==> config.mk <==
export PLATFORM = sky130hd
export DESIGN_NAME = branch_predictor
export DESIGN_NICKNAME = d
export VERILOG_FILES = /design/src/rtl/branch_predictor.sv
export SDC_FILE = /design/constraint.sdc
export NUM_CORES = 1
export LEC_CHECK = 0
export CELL_PAD_IN_SITES_DETAIL_PLACEMENT = 2
export CELL_PAD_IN_SITES_GLOBAL_PLACEMENT = 2
export CORE_ASPECT_RATIO = 0.5
export CORE_MARGIN = 10
export CORE_UTILIZATION = 35
export CTS_CLUSTER_DIAMETER = 80
export DETAILED_ROUTE_END_ITERATION = 8
export HOLD_SLACK_MARGIN = 0.12
export PLACE_DENSITY_LB_ADDON = 0.3
export SYNTH_ARGS = -nofsm -noshare
export SYNTH_HDL_FRONTEND = slang
export SYNTH_SLANG_ARGS = --single-unit
==> constraint.sdc <==
create_clock -name clk -period 9 [get_ports clk]
set_clock_uncertainty 0.15 [all_clocks]
set_input_delay 0.9 -clock clk [delete_from_list [all_inputs] [get_ports clk]]
set_output_delay 0.9 -clock clk [all_outputs]
set_load 0.02 [all_outputs]
==> src/rtl/branch_predictor.sv <==
// Direct-mapped BTB with saturating direction counters: zero-latency IF lookup,
// EX-stage mispredict detection and registered training. Optional stats: BP_STATS_EN.
module branch_predictor #(
  parameter int ENTRIES    = 16,
  parameter int CTR_BITS   = 2,
  parameter int ADDR_WIDTH = 32
) (
  input  logic                  clk,
  input  logic                  resetn,
`ifdef BP_STATS_EN
  output logic [31:0]           stat_cf_count,
  output logic [31:0]           stat_mispredict_count,
`endif
  input  logic [ADDR_WIDTH-1:0] if_pc,
  output logic                  pred_taken,
  output logic [ADDR_WIDTH-1:0] pred_next_pc,
  input  logic                  ex_valid,
  input  logic [ADDR_WIDTH-1:0] ex_pc,
  input  logic                  ex_is_branch,
  input  logic                  ex_is_jump,
  input  logic                  ex_taken,
  input  logic [ADDR_WIDTH-1:0] ex_target,
  input  logic                  ex_pred_taken,
  input  logic [ADDR_WIDTH-1:0] ex_pred_next_pc,
  output logic                  mispredict,
  output logic [ADDR_WIDTH-1:0] redirect_pc
);

  localparam int IDX_W = $clog2(ENTRIES);
  localparam int TAG_W = ADDR_WIDTH - IDX_W - 2;
  localparam logic [CTR_BITS-1:0] CTR_MAX = {CTR_BITS{1'b1}};
  localparam logic [CTR_BITS-1:0] CTR_WT  = CTR_BITS'(1) << (CTR_BITS - 1);
  localparam logic [CTR_BITS-1:0] CTR_WNT = CTR_WT - CTR_BITS'(1);

  logic                  tbl_valid  [ENTRIES];
  logic [TAG_W-1:0]      tbl_tag    [ENTRIES];
  logic [ADDR_WIDTH-1:0] tbl_target [ENTRIES];
  logic [CTR_BITS-1:0]   tbl_ctr    [ENTRIES];

  logic [IDX_W-1:0]      if_idx, ex_idx;
  logic [TAG_W-1:0]      if_tag, ex_tag;
  logic                  if_hit, ex_hit, ex_cf;
  logic [ADDR_WIDTH-1:0] ex_pc_plus4, actual_next;

  // Lookup sees pre-update table contents; no bypass from the EX write.
  assign if_idx       = if_pc[IDX_W+1:2];
  assign if_tag       = if_pc[ADDR_WIDTH-1:IDX_W+2];
  assign if_hit       = tbl_valid[if_idx] && (tbl_tag[if_idx] == if_tag);
  assign pred_taken   = if_hit && tbl_ctr[if_idx][CTR_BITS-1];
  assign pred_next_pc = pred_taken ? tbl_target[if_idx] : if_pc + ADDR_WIDTH'(4);

  assign ex_idx      = ex_pc[IDX_W+1:2];
  assign ex_tag      = ex_pc[ADDR_WIDTH-1:IDX_W+2];
  assign ex_hit      = tbl_valid[ex_idx] && (tbl_tag[ex_idx] == ex_tag);
  assign ex_cf       = ex_is_branch || ex_is_jump;
  assign ex_pc_plus4 = ex_pc + ADDR_WIDTH'(4);
  assign actual_next = ex_taken ? ex_target : ex_pc_plus4;

  // A predicted-taken non-control-flow instruction is a stale or aliased hit.
  always_comb begin
    mispredict  = 1'b0;
    redirect_pc = '0;
    if (ex_valid) begin
      if (ex_cf) begin
        mispredict  = (actual_next != ex_pred_next_pc);
        redirect_pc = actual_next;
      end else begin
        mispredict  = ex_pred_taken;
        redirect_pc = ex_pc_plus4;
      end
    end
  end

  always_ff @(posedge clk or negedge resetn) begin
    if (!resetn) begin
      for (int i = 0; i < ENTRIES; i++) begin
        tbl_valid[i] <= 1'b0;
        tbl_ctr[i]   <= CTR_WNT;
      end
    end else if (ex_valid) begin
      if (ex_hit) begin
        if (ex_is_jump) begin
          tbl_ctr[ex_idx] <= CTR_MAX;
        end else if (ex_is_branch) begin
          if (ex_taken) begin
            if (tbl_ctr[ex_idx] != CTR_MAX) tbl_ctr[ex_idx] <= tbl_ctr[ex_idx] + CTR_BITS'(1);
          end else begin
            if (tbl_ctr[ex_idx] != '0) tbl_ctr[ex_idx] <= tbl_ctr[ex_idx] - CTR_BITS'(1);
          end
        end else begin
          tbl_valid[ex_idx] <= 1'b0;
        end
      end else if (ex_cf && ex_taken) begin
        tbl_valid[ex_idx] <= 1'b1;
        tbl_ctr[ex_idx]   <= ex_is_jump ? CTR_MAX : CTR_WT;
      end
    end
  end

  // Tag/target carry no reset; a valid bit guards them. On a hit the tag rewrite is a no-op.
  always_ff @(posedge clk) begin
    if (resetn && ex_valid && ex_cf && ex_taken) begin
      tbl_tag[ex_idx]    <= ex_tag;
      tbl_target[ex_idx] <= ex_target;
    end
  end

`ifdef BP_STATS_EN
  always_ff @(posedge clk or negedge resetn) begin
    if (!resetn) begin
      stat_cf_count         <= '0;
      stat_mispredict_count <= '0;
    end else begin
      if (ex_valid && ex_cf && (stat_cf_count != 32'hFFFF_FFFF))
        stat_cf_count <= stat_cf_count + 32'd1;
      if (mispredict && (stat_mispredict_count != 32'hFFFF_FFFF))
        stat_mispredict_count <= stat_mispredict_count + 32'd1;
    end
  end
`endif

endmodule

==> impl_metrics.py, run 1 <==
metrics = {
    "setup_path": {
        "reg2reg_slack_ns": 4.13,
        "reg2reg_depth": 9,
        "critical_path_class": "in2out",
        "start_kind": "primary input",
        "required_ns": 7.95,
        "crit_arrival_ns": 6.04,
        "crit_fanout": 63,
        "r2r-start": "tbl_tag[5][9]",
        "cp-end-kind": "output port",
    },
    "layout": {
        "multi_input_area_um2": 15100,
        "final_core_utilization_pct": 41.1,
        "final_nets": 2852,
        "register_area_um2": 29100,
        "drive_gt1_share_pct": 25.3,
        "fill_cells": 12000,
        "synthToLayoutAreaGrowth_pct": 15.9,
    },
    "detailed_routing": {
        "drc": 0,
        "first_pass_iters": 5,
        "wl_per_cell_um": 36.5,
        "drtIter0Drc": 3080,
        "vias": 27100,
        "drt_wl_total_um": 164000,
        "via_per_inst": 6.03,
        "antenna_left": 0,
    },
    "timing": {
        "min_period_ns": 7.09,
        "max_clock_freq_ghz": 0.141,
        "drv_slew": 0,
        "rsz0062_at_grt": "no",
        "tns_ns": 0,
        "slew_headroom_pct": 8.37,
        "fin_ws_ns": 1.91,
        "worst_slew_pin_slew_ns": 1.37,
        "finalHoldViolCount": 0,
        "setup_viol": 0,
        "finalCritPeriodShare_pct": 78.8,
    },
    "floorplan": {
        "core_area_um2": 127000,
        "io_pins": 201,
        "die_area_um2": 144000,
        "rows": 92,
        "die_x_um": 527,
        "start_util_pct": 35.5,
        "fp.dieH_um": 274,
    },
    "placement": {
        "routabilityCongestion": 0.881,
        "hpwlAfterDp_um": 103000,
        "pre_cts_ws_ns": 1.94,
        "io_buffer_count": 200,
    },
    "clock_tree": {
        "clock_sink_count": 976,
        "clock_latency_ns": 0.71,
        "cts_setup_buffers": 0,
        "tritoncts": "done",
        "ctsHoldBuffers": 0,
        "h-tree-depth": 3,
        "clockBufferDepth": 3,
        "clockRootBuffer": "clkbuf_16",
        "postCtsResizedCells": 0,
        "cts_buffers": 96,
        "clk_pin_slew_worst_paths_ns": 0.07,
    },
    "yosys": {
        "synthAdderAreaFrac_pct": 0.194,
        "syn_area_per_cell_um2": 18.2,
        "synth.ff_latch_count": 976,
        "netlist_top_cells_area": "edfxtp_1 62%, mux4_2 18%, mux2i_1 2.3%",
        "synth_edf_count": 928,
        "post-synth-top-count-cell": "edfxtp_1",
        "synth_top_family_by_area": "multiplexers",
        "synth_seq_area_share_pct": 64.6,
        "synth_nets": 2621,
        "synth_common_cells": "928 x edfxtp_1, 357 x mux4_2, 110 x xnor2_1",
        "synth.distinct_cells": 82,
        "synth_cells": 2479,
        "synth_top_cell_area_share_pct": 61.9,
        "synthSimpleGateAreaFrac_pct": 3.98,
        "synthArstFlopShare_pct": 4.92,
        "synth_flop_cell": "edfxtp_1",
        "netlist_area_um2": 45000,
        "synth.area.mux_share_pct": 21.6,
        "synth_top_area_cell": "edfxtp_1",
        "synth-xor-area-share_pct": 3.05,
        "ys.warnings.count": 0,
        "synth-compound-area-share_pct": 4.46,
    },
    "run": {
        "max-cap-violations": 0,
    },
    "global_route": {
        "grt_pass1_vias": 29300,
        "grt_first_pass_wirelength_um": 231000,
        "grt-ovfl-total": 0,
        "antenna_found_initial": 15,
        "grt_max_degree": 106,
        "grt_util_all_layers_pct": 22.2,
    },
    "power_and_ir_drop": {
        "power.leakage_uw": 0.0167,
        "swShare_pct": 25.2,
        "pwr-share-comb_pct": 10.8,
        "internal-power_uw": 7570,
        "p_clk_share_pct": 38.6,
        "powerDensity_nw_per_um2": 194,
        "seq_power_share_pct": 50.6,
        "ir_drop_mv": 0.149,
        "power_switching_uw": 2540,
    },
    "status": {
        "status": "completed",
    },
    "min_path": {
        "worst_hold_path_type": "in2async",
    },
}
sequential cells by signal, summed over array words and instances, names as in the netlist, named ones only:
name / flops
tbl_ctr: 32
tbl_tag: 416
tbl_target: 512
cell families (layout without fill, tap and decap cells):
logic type | Yosys count | after routing
DFF | 976 | 976
muxes | 509 | 509
buffers and inverters | 196 | 508
adders and majority gates | 7 | 7
xor gates and xnor gates | 157 | 157
other | 0 | 8
and+or+nand+nor | 351 | 351
AOI/OAI and AO/OA | 283 | 283
through the flow:
stage	total power [uW]	cells	instance area [um2]	hold slack, ns
2_1_floorplan	5790	2479	45000	0.292
3_3_place_gp	6260	4304	49200	0.304
3_5_place_dp	6290	4304	49200	0.313
4_1_cts	10200	4483	52200	0.153
5_1_grt	10400	4490	52200	0.186
6_report	10100	4491	52200	0.163
placed cells by master, fill, tap and decap left out, types with 15 or more instances in the layout:
cell type and count:
nand2_1 67, buf_4 91, and3_1 23, o31ai_1 16
a21oi_1 50, mux2_2 21, clkdlybuf4s50_1 191, clkbuf_1 18
nor2_1 88, mux2i_1 102, clkinv_1 25, dfstp_2 16
a22o_1 15, nand4_1 21, a31oi_1 21, and2_1 16
mux2_4 29, o22ai_1 26, xor2_1 47, nor2_4 16
clkinv_2 21, nand3_1 37, xnor2_1 110, a22oi_1 23
inv_1 33, a211oi_1 53, clkbuf_16 97, edfxtp_1 928
dfrtp_1 32, o21ai_0 27, nor3_1 18, mux4_2 357
layer usage:
metal,vias up,part of all wire (%),track usage (%)
met4,4,3.7,8.22
met3,269,6.5,3.37
li1,10700,-,-
met1,14800,41,29.6
met5,-,0.015,0
met2,1225,48,36.8
worst max-delay path: stages:
cell and delay, ns:
buf_8 0.49, buf_4 0.47, mux4_2 0.57, mux4_2 0.49, xnor2_1 0.41, nand4_1 0.17, nor4b_2 0.28, nand3_2 0.59
buf_4 0.53, mux2_4 0.35, clkdlybuf4s50_1 0.57
worst max path at each step:
stage | start | to | slack, ns | cells after the start
5_1_grt | if_pc[2] | pred_next_pc[12] | 1.71 | 12
3_3_place_gp | if_pc[2] | pred_next_pc[24] | 2.01 | 11
6_report | if_pc[2] | pred_next_pc[12] | 1.91 | 11
3_5_place_dp | if_pc[2] | pred_next_pc[12] | 1.94 | 11
2_1_floorplan | ex_pc[4] | tbl_tag[4][0] | 3.35 | 8
4_1_cts | if_pc[2] | pred_next_pc[12] | 1.94 | 11
power by group through the flow:
stage          Sequential, uW  Clock, uW  Combinational, uW
5_1_grt                  5120       4150               1160
3_5_place_dp             5210          0               1090
6_report                 5110       3910               1090
2_1_floorplan            5180          0                607
4_1_cts                  5110       3970               1090
3_3_place_gp             5200          0               1060
area by class of cell:
type                            instances  area share [%]
Sequential cell                       976            55.7
Multi-Input combinational cell       1307            29.0
Inverter                               35           0.252
Clock inverter                         62           0.794
Antenna cell                            8          0.0384
Timing Repair Buffer                  294            5.29
Clock buffer                          117            4.83
Tap cell                             1692            4.06
Note: power is estimated with default switching activity, not from simulation.
==> inputs of run 2 (changes only) <==
- clock period: 9 -> 5.78 ns (I/O delays scaled with it)
==> impl_metrics.py, run 2 (synthesis gave the netlist of run 1 again) <==
metrics = {
    "timing": {
        "drv_slew": 1,
        "fin_ws_ns": 0.488,
        "slew_headroom_pct": -0.209,
        "min_period_ns": 5.29,
        "worst_slew_pin_slew_ns": 1.50,
        "finalCritPeriodShare_pct": 91.6,
        "rsz0062_at_grt": "no",
        "tns_ns": 0,
        "max_clock_freq_ghz": 0.189,
        "finalHoldViolCount": 0,
        "setup_viol": 0,
    },
    "floorplan": {
        "die_area_um2": 144000,
        "rows": 92,
        "io_pins": 201,
        "start_util_pct": 35.5,
        "core_area_um2": 127000,
        "fp.dieH_um": 274,
        "die_x_um": 527,
    },
    "run": {
        "max-cap-violations": 1,
    },
    "power_and_ir_drop": {
        "swShare_pct": 25.2,
        "powerDensity_nw_per_um2": 300,
        "internal-power_uw": 11900,
        "pwr-share-comb_pct": 11.2,
        "seq_power_share_pct": 50.1,
        "power_switching_uw": 4000,
        "p_clk_share_pct": 38.7,
        "power.leakage_uw": 0.0171,
        "ir_drop_mv": 0.200,
    },
    "clock_tree": {
        "clock_latency_ns": 0.71,
        "postCtsResizedCells": 0,
        "clock_sink_count": 976,
        "clockBufferDepth": 3,
        "clk_pin_slew_worst_paths_ns": 0.06,
        "h-tree-depth": 3,
        "clockRootBuffer": "clkbuf_16",
        "cts_buffers": 95,
        "tritoncts": "done",
    },
    "global_route": {
        "grt_max_degree": 99,
        "grt-ovfl-total": 0,
        "antenna_found_initial": 8,
        "grt_util_all_layers_pct": 22.9,
        "grt_first_pass_wirelength_um": 238000,
        "grt_pass1_vias": 29600,
    },
    "setup_path": {
        "critical_path_class": "in2out",
        "required_ns": 5.05,
        "reg2reg_depth": 9,
        "reg2reg_slack_ns": 1.90,
        "crit_fanout": 9,
        "start_kind": "primary input",
        "reg2reg_to": "tbl_ctr[16]",
        "r2r-start": "tbl_tag[15][9]",
        "cp-end-kind": "output port",
        "crit_arrival_ns": 4.56,
    },
    "detailed_routing": {
        "vias": 27600,
        "antenna_left": 0,
        "drc": 0,
        "via_per_inst": 6.07,
        "drtIter0Drc": 3209,
        "wl_per_cell_um": 37.2,
        "drt_wl_total_um": 169000,
        "first_pass_iters": 5,
    },
    "layout": {
        "regMostFlops": "tbl_target",
        "layout_commonest_cell": "edfxtp_1",
        "largest_register_ffs": 512,
        "synthToLayoutAreaGrowth_pct": 17.7,
        "drive_gt1_share_pct": 26.9,
        "top_regs": "tbl_target (512), tbl_tag (416), tbl_ctr (32)",
        "final_nets": 2921,
        "fill_cells": 12000,
        "final_cell_mix": "928 x edfxtp_1, 357 x mux4_2, 191 x clkdlybuf4s50_1",
    },
    "placement": {
        "routabilityCongestion": 0.904,
        "hpwlAfterDp_um": 111000,
        "io_buffer_count": 200,
        "pre_cts_ws_ns": 0.558,
    },
    "min_path": {
        "whs_path_depth": 2,
        "worstHoldStart": "tbl_ctr[24]",
        "hold_end": "tbl_ctr[24]",
        "worst_hold_path_type": "reg2reg",
    },
    "status": {
        "status": "finished with violations",
        "violations": "max-capacitance violations, max-slew violations",
    },
}
-- run 2: per-stage QoR --
stage               hold WS [ns]  cells  area (um2)  power (uW)  utilization, %
floorplan                  0.132   2479       45000        9010               -
global placement           0.304   4373       50000        9810            39.4
detailed placement         0.309   4373       50000        9860            39.4
CTS                        0.321   4546       53000       16000            41.8
global route               0.339   4550       53000       16300            41.8
finish                     0.320   4551       53000       15900            41.8
-- run 2: per-layer routing --
layer	wire length (um)	share of wire, %	global-route usage [%]
met5	10	0.0059	0
met4	6840	4.0	8.40
met3	10900	6.4	3.37
met2	80500	48	37.5
met1	71000	42	31.0
-- run 2: worst max-delay path: stages --
cell	delay, ns
clkdlybuf4s50_1	0.69
and4_1	0.34
nand3_1	0.28
or3_1	0.50
nor2_1	0.17
xnor2_1	0.19
a21o_1	0.25
xnor2_1	0.31
nor4_1	0.10
a21oi_1	0.43
clkdlybuf4s50_1	0.71
-- run 2: worst max-delay path by stage --
stage,endpoint,cells after the start,from
2_1_floorplan,tbl_tag[4][0],8,ex_pc[4]
3_3_place_gp,mispredict,12,ex_pc[10]
3_5_place_dp,mispredict,10,ex_pc[13]
4_1_cts,mispredict,10,ex_pc[13]
5_1_grt,mispredict,10,ex_pc[13]
6_report,mispredict,11,ex_pc[13]
-- run 2: power by group through the flow --
stage,clock network (uW),registers (uW),logic [uW]
floorplan,0,8070,945
global placement,0,8100,1720
CTS,6230,7950,1770
global route,6510,7970,1870
detailed placement,0,8100,1760
finish,6150,7960,1770
-- run 2: what timing repair did --
action                                 4_1_cts  5_1_grt
hold buffers                                 1        0
buffers inserted                             0        0
setup endpoints to repair                    0        0
endpoints found under the hold margin       32        0
-- run 2: layout make-up --
cell class	instances	area [um2]	share of cell area, %
antenna	5	12.5	0.0236
tap	1692	2120	4.00
clock buffer	116	2470	4.65
sequential	976	29100	54.9
timing repair buffer	364	3580	6.75
inverter	35	131	0.248
multi-input combinational	1307	15100	28.6
clock inverter	56	464	0.876
